[src/rtl/preproc_mc.sv]
// Multi-channel log-compression pre-processor: magnitude, floor, shift, saturate, channel tag.
// Optional frame clamp statistics when PREPROC_CLAMP_STATS_EN is defined.
module preproc_mc #(
  parameter int DATA_WIDTH    = 16,
  parameter int NORM_WIDTH    = 16,
  parameter int MIN_THRESHOLD = 1,
  parameter int NUM_CH        = 4,
  parameter int CH_W          = 2,
  parameter int SHIFT_W       = 4,
  parameter int SIGNED_IN     = 0
) (
  input  logic                  clk,
  input  logic                  reset,
  input  logic                  in_valid,
  output logic                  in_ready,
  input  logic [DATA_WIDTH-1:0] in_data,
  input  logic                  in_last,
  input  logic [SHIFT_W-1:0]    cfg_shift,
  output logic                  out_valid,
  input  logic                  out_ready,
  output logic [NORM_WIDTH-1:0] out_data,
  output logic [CH_W-1:0]       out_ch,
  output logic                  out_last
`ifdef PREPROC_CLAMP_STATS_EN
  ,
  output logic [15:0]           clamp_cnt,
  output logic [0:0]            clamp_cnt_vld
`endif
);

  localparam logic [DATA_WIDTH-1:0] MIN_D   = DATA_WIDTH'(MIN_THRESHOLD);
  localparam logic [NORM_WIDTH-1:0] MIN_N   = NORM_WIDTH'(MIN_THRESHOLD);
  localparam logic [DATA_WIDTH-1:0] POS_MAX = {1'b0, {(DATA_WIDTH-1){1'b1}}};
  localparam logic [DATA_WIDTH:0]   MAXV    = (DATA_WIDTH+1)'((64'd1 << NORM_WIDTH) - 64'd1);
  localparam logic [CH_W-1:0]       CH_MAX  = CH_W'(NUM_CH-1);

  logic                  s1_valid, s2_valid;
  logic [DATA_WIDTH-1:0] s1_val;
  logic [SHIFT_W-1:0]    s1_shift;
  logic                  s1_last;
  logic [CH_W-1:0]       s1_ch, ch_cnt;
  logic                  s2_adv, s1_adv, accept;

  assign s2_adv    = !s2_valid || out_ready;
  assign s1_adv    = !s1_valid || s2_adv;
  assign in_ready  = s1_adv;
  assign accept    = in_valid && in_ready;
  assign out_valid = s2_valid && !reset;

  // S1 combinational front end
  logic [DATA_WIDTH-1:0] mag, flo;
  logic                  clamp;
  always_comb begin
    mag = in_data;
    if (SIGNED_IN != 0 && in_data[DATA_WIDTH-1]) begin
      mag = ~in_data + DATA_WIDTH'(1);
      // only the most-negative value negates to itself
      if (mag[DATA_WIDTH-1]) mag = POS_MAX;
    end
    clamp = mag < MIN_D;
    flo   = clamp ? MIN_D : mag;
  end

  // S2 combinational back end: shift, saturate, re-floor
  logic [DATA_WIDTH-1:0] shifted;
  logic [NORM_WIDTH-1:0] norm;
  always_comb begin
    shifted = s1_val >> s1_shift;
    norm    = ({1'b0, shifted} > MAXV) ? {NORM_WIDTH{1'b1}} : shifted[NORM_WIDTH-1:0];
    if (norm < MIN_N) norm = MIN_N;
  end

  always_ff @(posedge clk) begin
    if (reset) begin
      s1_valid <= 1'b0;
      s1_val   <= '0;
      s1_shift <= '0;
      s1_last  <= 1'b0;
      s1_ch    <= '0;
      s2_valid <= 1'b0;
      out_data <= '0;
      out_ch   <= '0;
      out_last <= 1'b0;
      ch_cnt   <= '0;
    end else begin
      if (s1_adv) begin
        s1_valid <= in_valid;
        if (in_valid) begin
          s1_val   <= flo;
          s1_shift <= cfg_shift;
          s1_last  <= in_last;
          s1_ch    <= ch_cnt;
        end
      end
      if (s2_adv) begin
        s2_valid <= s1_valid;
        if (s1_valid) begin
          out_data <= norm;
          out_ch   <= s1_ch;
          out_last <= s1_last;
        end
      end
      if (accept)
        ch_cnt <= (in_last || ch_cnt == CH_MAX) ? '0 : ch_cnt + CH_W'(1);
    end
  end

`ifdef PREPROC_CLAMP_STATS_EN
  logic [15:0] clamp_run, run_nx;
  assign run_nx = (clamp && clamp_run != 16'hFFFF) ? clamp_run + 16'd1 : clamp_run;

  always_ff @(posedge clk) begin
    if (reset) begin
      clamp_run     <= '0;
      clamp_cnt     <= '0;
      clamp_cnt_vld <= '0;
    end else begin
      clamp_cnt_vld <= '0;
      if (accept) begin
        if (in_last) begin
          clamp_cnt     <= run_nx;
          clamp_cnt_vld <= 1'b1;
          clamp_run     <= '0;
        end else begin
          clamp_run <= run_nx;
        end
      end
    end
  end
`endif

endmodule
[config.mk]
export PLATFORM = sky130hd
export DESIGN_NAME = preproc_mc
export DESIGN_NICKNAME = d
export VERILOG_FILES = /design/src/rtl/preproc_mc.sv
export SDC_FILE = /design/constraint.sdc
export NUM_CORES = 1
export LEC_CHECK = 0
export BUFFER_PORTS_ARGS = -buffer_cell sky130_fd_sc_hd__buf_2
export CAP_MARGIN = 10
export CORE_MARGIN = 2
export CORE_UTILIZATION = 50
export DETAILED_ROUTE_END_ITERATION = 7
export PLACE_DENSITY = 0.73
export SLEW_MARGIN = 20
export SYNTH_ARGS = -nofsm -noshare
export SYNTH_HDL_FRONTEND = slang
export SYNTH_SLANG_ARGS = --single-unit
export TNS_END_PERCENT = 100
[constraint.sdc]
create_clock -name clk -period 2.6 [get_ports clk]
set_clock_uncertainty 0.15 [all_clocks]
set_input_delay 0.52 -clock clk [delete_from_list [all_inputs] [get_ports clk]]
set_output_delay 0.52 -clock clk [all_outputs]
set_load 0.01 [all_outputs]
# == Word level (Yosys, flattened, before mapping) ==
# Cells that the tools add are included.
# W data, S select, Z words.
# op_classes
n_mux,3
n_reduce_logical,10
shifts,1
order_cmp,2
eq_ne,1
addsub,1
# op_table
op,count
$lt A16 B1 Y1 const B,2
$mux W16,2
$shr A16 B4 Y16,1
$reduce_and A2 Y1,2
$logic_not A1 Y1,3
$logic_or A1 B1 Y1,3
$add A2 B1 Y2 const B,1
$eq A2 B2 Y1 const B,1
$logic_and A1 B1 Y1,2
$mux W2,1
# word_totals
elab_cells,28
register_bits,46
inputBits,25
output_inout_bits,21

# == Logic depth before layout (Yosys ltp) ==
# logic_depth
ltp_word,4
mapped_depth,7
ltp_nobuf,5

# == Least setup slack after synthesis ==
# OpenSTA, ideal clock, no wires.
# synth_timing
path_type,register -> register
startpoint,register s1_shift[1]
endpoint,register out_data[0]
arrival_time_ns,1.798
setup_ns,0.087
n_path_buf,0
path_stages_with_launch,6
slack_ns,0.565
synth_period_minus_slack_ns,2.035
cell_sequence,dfxtp_1 mux4_1 mux2_4 a2111oi_4 o2111ai_1 o31ai_1
# synth_via
elab_chain_len,3
# synth_lines
element,line,text
start: declaration,39,logic [SHIFT_W-1:0] s1_shift;
start signal: assignment,90,s1_shift <= cfg_shift;
$shr A16 B4 Y16 *,68,shifted = s1_val >> s1_shift;
$lt A16 B1 Y1,70,if (norm < MIN_N) norm = MIN_N;
$mux W16 *,70,
end signal: assignment,98,out_data <= norm;
end: declaration,21,"output logic [NORM_WIDTH-1:0] out_data,"
# Mark *: on every way between the ends. The rest lies on a longest branch, timed or not.
# A chain may end at the register's enable or synchronous reset.

# == Final worst setup path ==
# Ends and elaborated chain as after synthesis.

==> flow_results.org <==
** Synth
- Counting every net in the synthesized netlist gives 321.
- Number of synthesized register bits :: 46
- The number of different library cells used by synthesis comes to 47.
- Of the synthesized area, sequential elements account for 0.361.
- Cell area after technology mapping :: 2550 um^2
- Syn_area_per_cell :: 8.66 um^2
- Share of async-settable or async-resettable flops after synthesis :: 0
- In the synthesized netlist the dominant register cell turns out to be dfxtp_1.
- Number of instances in the synthesized netlist :: 295
- In this run, synthesis inferred 0 flip-flops with an integrated enable.
- During synthesis, Yosys emitted a total of 0 warnings.

** Worst setup path
- Largest fanout on the critical path :: 10
- Critical path launch point type :: flop
- Number of cell instances on the worst register-to-register path :: 5
- Sort of element at the end of the critical path :: flop
- Worst path cell trace :: mux4_1 -> mux2_4 -> a2111oi_4 -> o2111ai_1 -> o31ai_1
- Worst path max stage delay :: 610 ps
- In this run the critical register-to-register path is launched from s1_shift[1]$_SDFFE_PP0P_.
- Cell with the largest stage delay on the worst path :: mux4_1
- CP arrival :: 2400 ps
- In this run the critical register-to-register path is captured at out_data[0]$_SDFFE_PP0P_.
- Register-to-register path setup slack :: 260 ps
- Path type of the worst setup path :: reg -> reg
- Data on the critical path is required at its endpoint by 2660 ps.

** Finish
- Area grow syn2layout :: 13.1%
- Area taken by flip-flops and latches :: 921 um^2
- Number of fillers in the final layout :: 476
- The multi-input combinational cells in the finished layout cover a total of 1480 um^2.
- Count of inserted antenna diode cells :: 0
- The final layout contains 358 nets.
- In the final layout, the share of cells above drive strength 1 is 0.244.

** Clocking
- CTS built an H-tree with a depth of 2.
- CTS tree :: yes
- Cell at the root of the clock tree :: clkbuf_8
- Number of sinks handled by clock tree synthesis :: 46
- After clock tree synthesis, the repair step resized 0 gates.
- Clock-pin slew was measured on the worst setup and hold paths at 80 ps.
- The clock passes through at most 2 buffers.
- Number of buffers added for setup after CTS :: 0
- Cts-stage hold buffer count :: 0
- Counting the buffers created by CTS gives 5.
- Clock network latency to the later pin of the worst-skew pair :: 290 ps

** Detailed routing
- Before antenna repair, the detailed router went through 4 iterations.
- Detailed routing inserted a total of 2296 vias.
- The count of nets left with antenna violations once routing finished came out at 0.
- Detailed-route vias per instance :: 5.71
- Final routed DRC violation total :: 0
- Dividing the detail-routed wire length by the instance count gives 14.9 um.
- Count of routing violations after the opening detailed-route iteration :: 204
- The final layout contains routed wiring with a total length of 5.98 mm.

** Placement
- Routability-driven placement finished with a final weighted congestion of 0.877.
- Prior to clock tree synthesis, the placed netlist has a worst setup slack of 297 ps.
- Post-DP HPWL :: 4.36 mm
- Input/output buffers :: 45

** Power and ir drop
- The completed layout was analyzed and its total power is 1480 uW.
- Worst vdd ir :: 344 uV
- Static power due to leakage :: 0.00115 uW
- Power spread over the standard cell area amounts to 512 nW/um^2.

** Floorplanning
- Std cell rows :: 26
- The die is 75.5 um wide.
- Vertical extent of the die :: 75.5 um
- The initial utilization of the core area, before any placement, comes to 0.510.
- The floorplan step defined a die boundary enclosing 5690 um^2.
- Io pins :: 46
- In this run the standard cell core region covers 5010 um^2.

** Flow run
- Max-cap violations in this run came to 0.

** Timing
- Setup violations remaining at the end of the flow were counted as 0.
- The final count of pins violating max slew is 0.
- Pin slew with the least headroom to its limit :: 898 ps
- Smallest setup slack after layout :: 261 ps
- After routing, the total negative slack on setup checks comes to 0 ps.
- Final period demand of the worst path :: 2340 ps
- Setup repair after global routing left no endpoint under its margin.
- Across all hold checks on the routed design, the worst slack comes to 304 ps.
- In the finished design, the share of the clock period the worst path needs comes to 0.900.
- Derived from the worst setup path, the maximum achievable clock frequency is 428 MHz.
- Hold violation count in the final report :: 0
- Relative slew slack :: 0.400

** Global routing
- Number of global-route vias before repair :: 2008
- After global routing the overflow that remains totals 0.
- Pin count of the biggest net entering global routing :: 34
- Total Routing Usage GR :: 0.221
- The first global-routing pass estimated 9.63 mm of wire.
- The number of antenna violations at the first check in global routing came to 0.

** Hold path
- The worst hold path belongs to the class in -> reg.
- Startpoint of the lowest-slack hold path :: in_valid
- Min-Delay Path Depth :: 3
- The path with the worst hold slack has its endpoint at s1_valid$_SDFFE_PP0N_.

** Outcome
- The flow ran to the end, and the final reports show no timing, DRC or antenna violations.
## where the power goes
| group | internal, uW | leakage (uW) | switching (uW) |
|---|---|---|---|
| combinational | 135 | 0.000739 | 150 |
| clock | 185 | 0.0000373 | 229 |
| sequential | 738 | 0.000377 | 43.4 |
| total | 1060 | 0.00115 | 423 |
## metal layers
layer | wire length [um] | part of all wire | GRT usage | up-vias
met5 | 0 | 0 | 0 | -
met1 | 2720 | 0.45 | 0.312 | 1075
met3 | 344 | 0.058 | 0.0503 | 10
met4 | 70 | 0.012 | 0.0604 | 0
met2 | 2850 | 0.48 | 0.343 | 82
li1 | - | - | - | 1129
## worst max path at each step
| stage | start | to | slack [ps] |
|---|---|---|---|
| final | s1_shift[1]$_SDFFE_PP0P_ | out_data[0]$_SDFFE_PP0P_ | 260 |
| after global routing | s1_shift[1]$_SDFFE_PP0P_ | out_data[0]$_SDFFE_PP0P_ | 120 |
| after CTS | s1_shift[1]$_SDFFE_PP0P_ | out_data[0]$_SDFFE_PP0P_ | 280 |
| after detailed placement | s1_shift[1]$_SDFFE_PP0P_ | out_data[0]$_SDFFE_PP0P_ | 300 |
| after global placement | s1_shift[1]$_SDFFE_PP0P_ | out_data[0]$_SDFFE_PP0P_ | 350 |
| after floorplan | s1_shift[1]$_SDFFE_PP0P_ | out_data[0]$_SDFFE_PP0P_ | 570 |
## sequential cells by signal, indices dropped and copies added, names as in the netlist
signal and flops:
s2_valid 1, s1_val 16, out_ch 2, s1_valid 1, out_last 1, out_data 16, s1_ch 2, s1_last 1
s1_shift 4, ch_cnt 2
## cell type report
class | instances | share of cell area
clock inverter | 1 | 0.00260
clock buffer | 6 | 0.0251
sequential | 46 | 0.319
timing repair buffer | 54 | 0.101
multi-input combinational | 221 | 0.512
tap | 70 | 0.0303
inverter | 4 | 0.00996
## kinds of logic after synthesis
kind of cell,Yosys count,synth area share
AO/OA/AOI/OAI,70,0.188
adder cells (fa/ha/maj),1,0.00490
buffers and inverters,28,0.0603
multiplexers,26,0.181
AND/OR/NAND/NOR,124,0.205
flip-flops,46,0.361
## synth_stat cells, types with 3 or more instances
| cell type | count | area share |
|---|---|---|
| a211oi_1 | 4 | 0.012 |
| a21oi_1 | 35 | 0.069 |
| a22oi_1 | 7 | 0.021 |
| and2_1 | 3 | 0.0074 |
| buf_2 | 4 | 0.0078 |
| buf_6 | 4 | 0.018 |
| clkbuf_1 | 14 | 0.021 |
| dfxtp_1 | 46 | 0.36 |
| inv_1 | 3 | 0.0044 |
| mux2_1 | 3 | 0.013 |
| mux2i_1 | 6 | 0.024 |
| mux4_2 | 14 | 0.12 |
| nand2_1 | 71 | 0.10 |
| nor2_1 | 28 | 0.041 |
| nor2b_1 | 6 | 0.015 |
| nor3_1 | 4 | 0.0078 |
| nor4_1 | 3 | 0.0074 |
| o211ai_1 | 3 | 0.0088 |
| o21ai_0 | 3 | 0.0059 |
## cell usage in the layout, fill, tap and decap left out, drive strengths merged, types with 5 or more instances in the layout
cell / instances
a21oi: 35
mux2i: 6
a22oi: 7
mux4: 15
nand2: 71
dfxtp: 46
nor2: 28
buf: 54
mux2: 5
nor2b: 6
a211oi: 5
clkbuf: 6
## critical path: cells and delay by family (launching register included)
kind           cells  cell delay [ps]
AO/OA/AOI/OAI      3              640
flip-flops         1              570
multiplexers       2              910
## through the flow
step	std cells	utilization	instance area [um^2]
floorplan	295	-	2550
global placement	395	0.561	2810
detailed placement	395	0.561	2810
CTS	402	0.577	2890
global route	402	0.577	2890
finish	402	0.577	2890
Power figures use the tool's default switching activity.
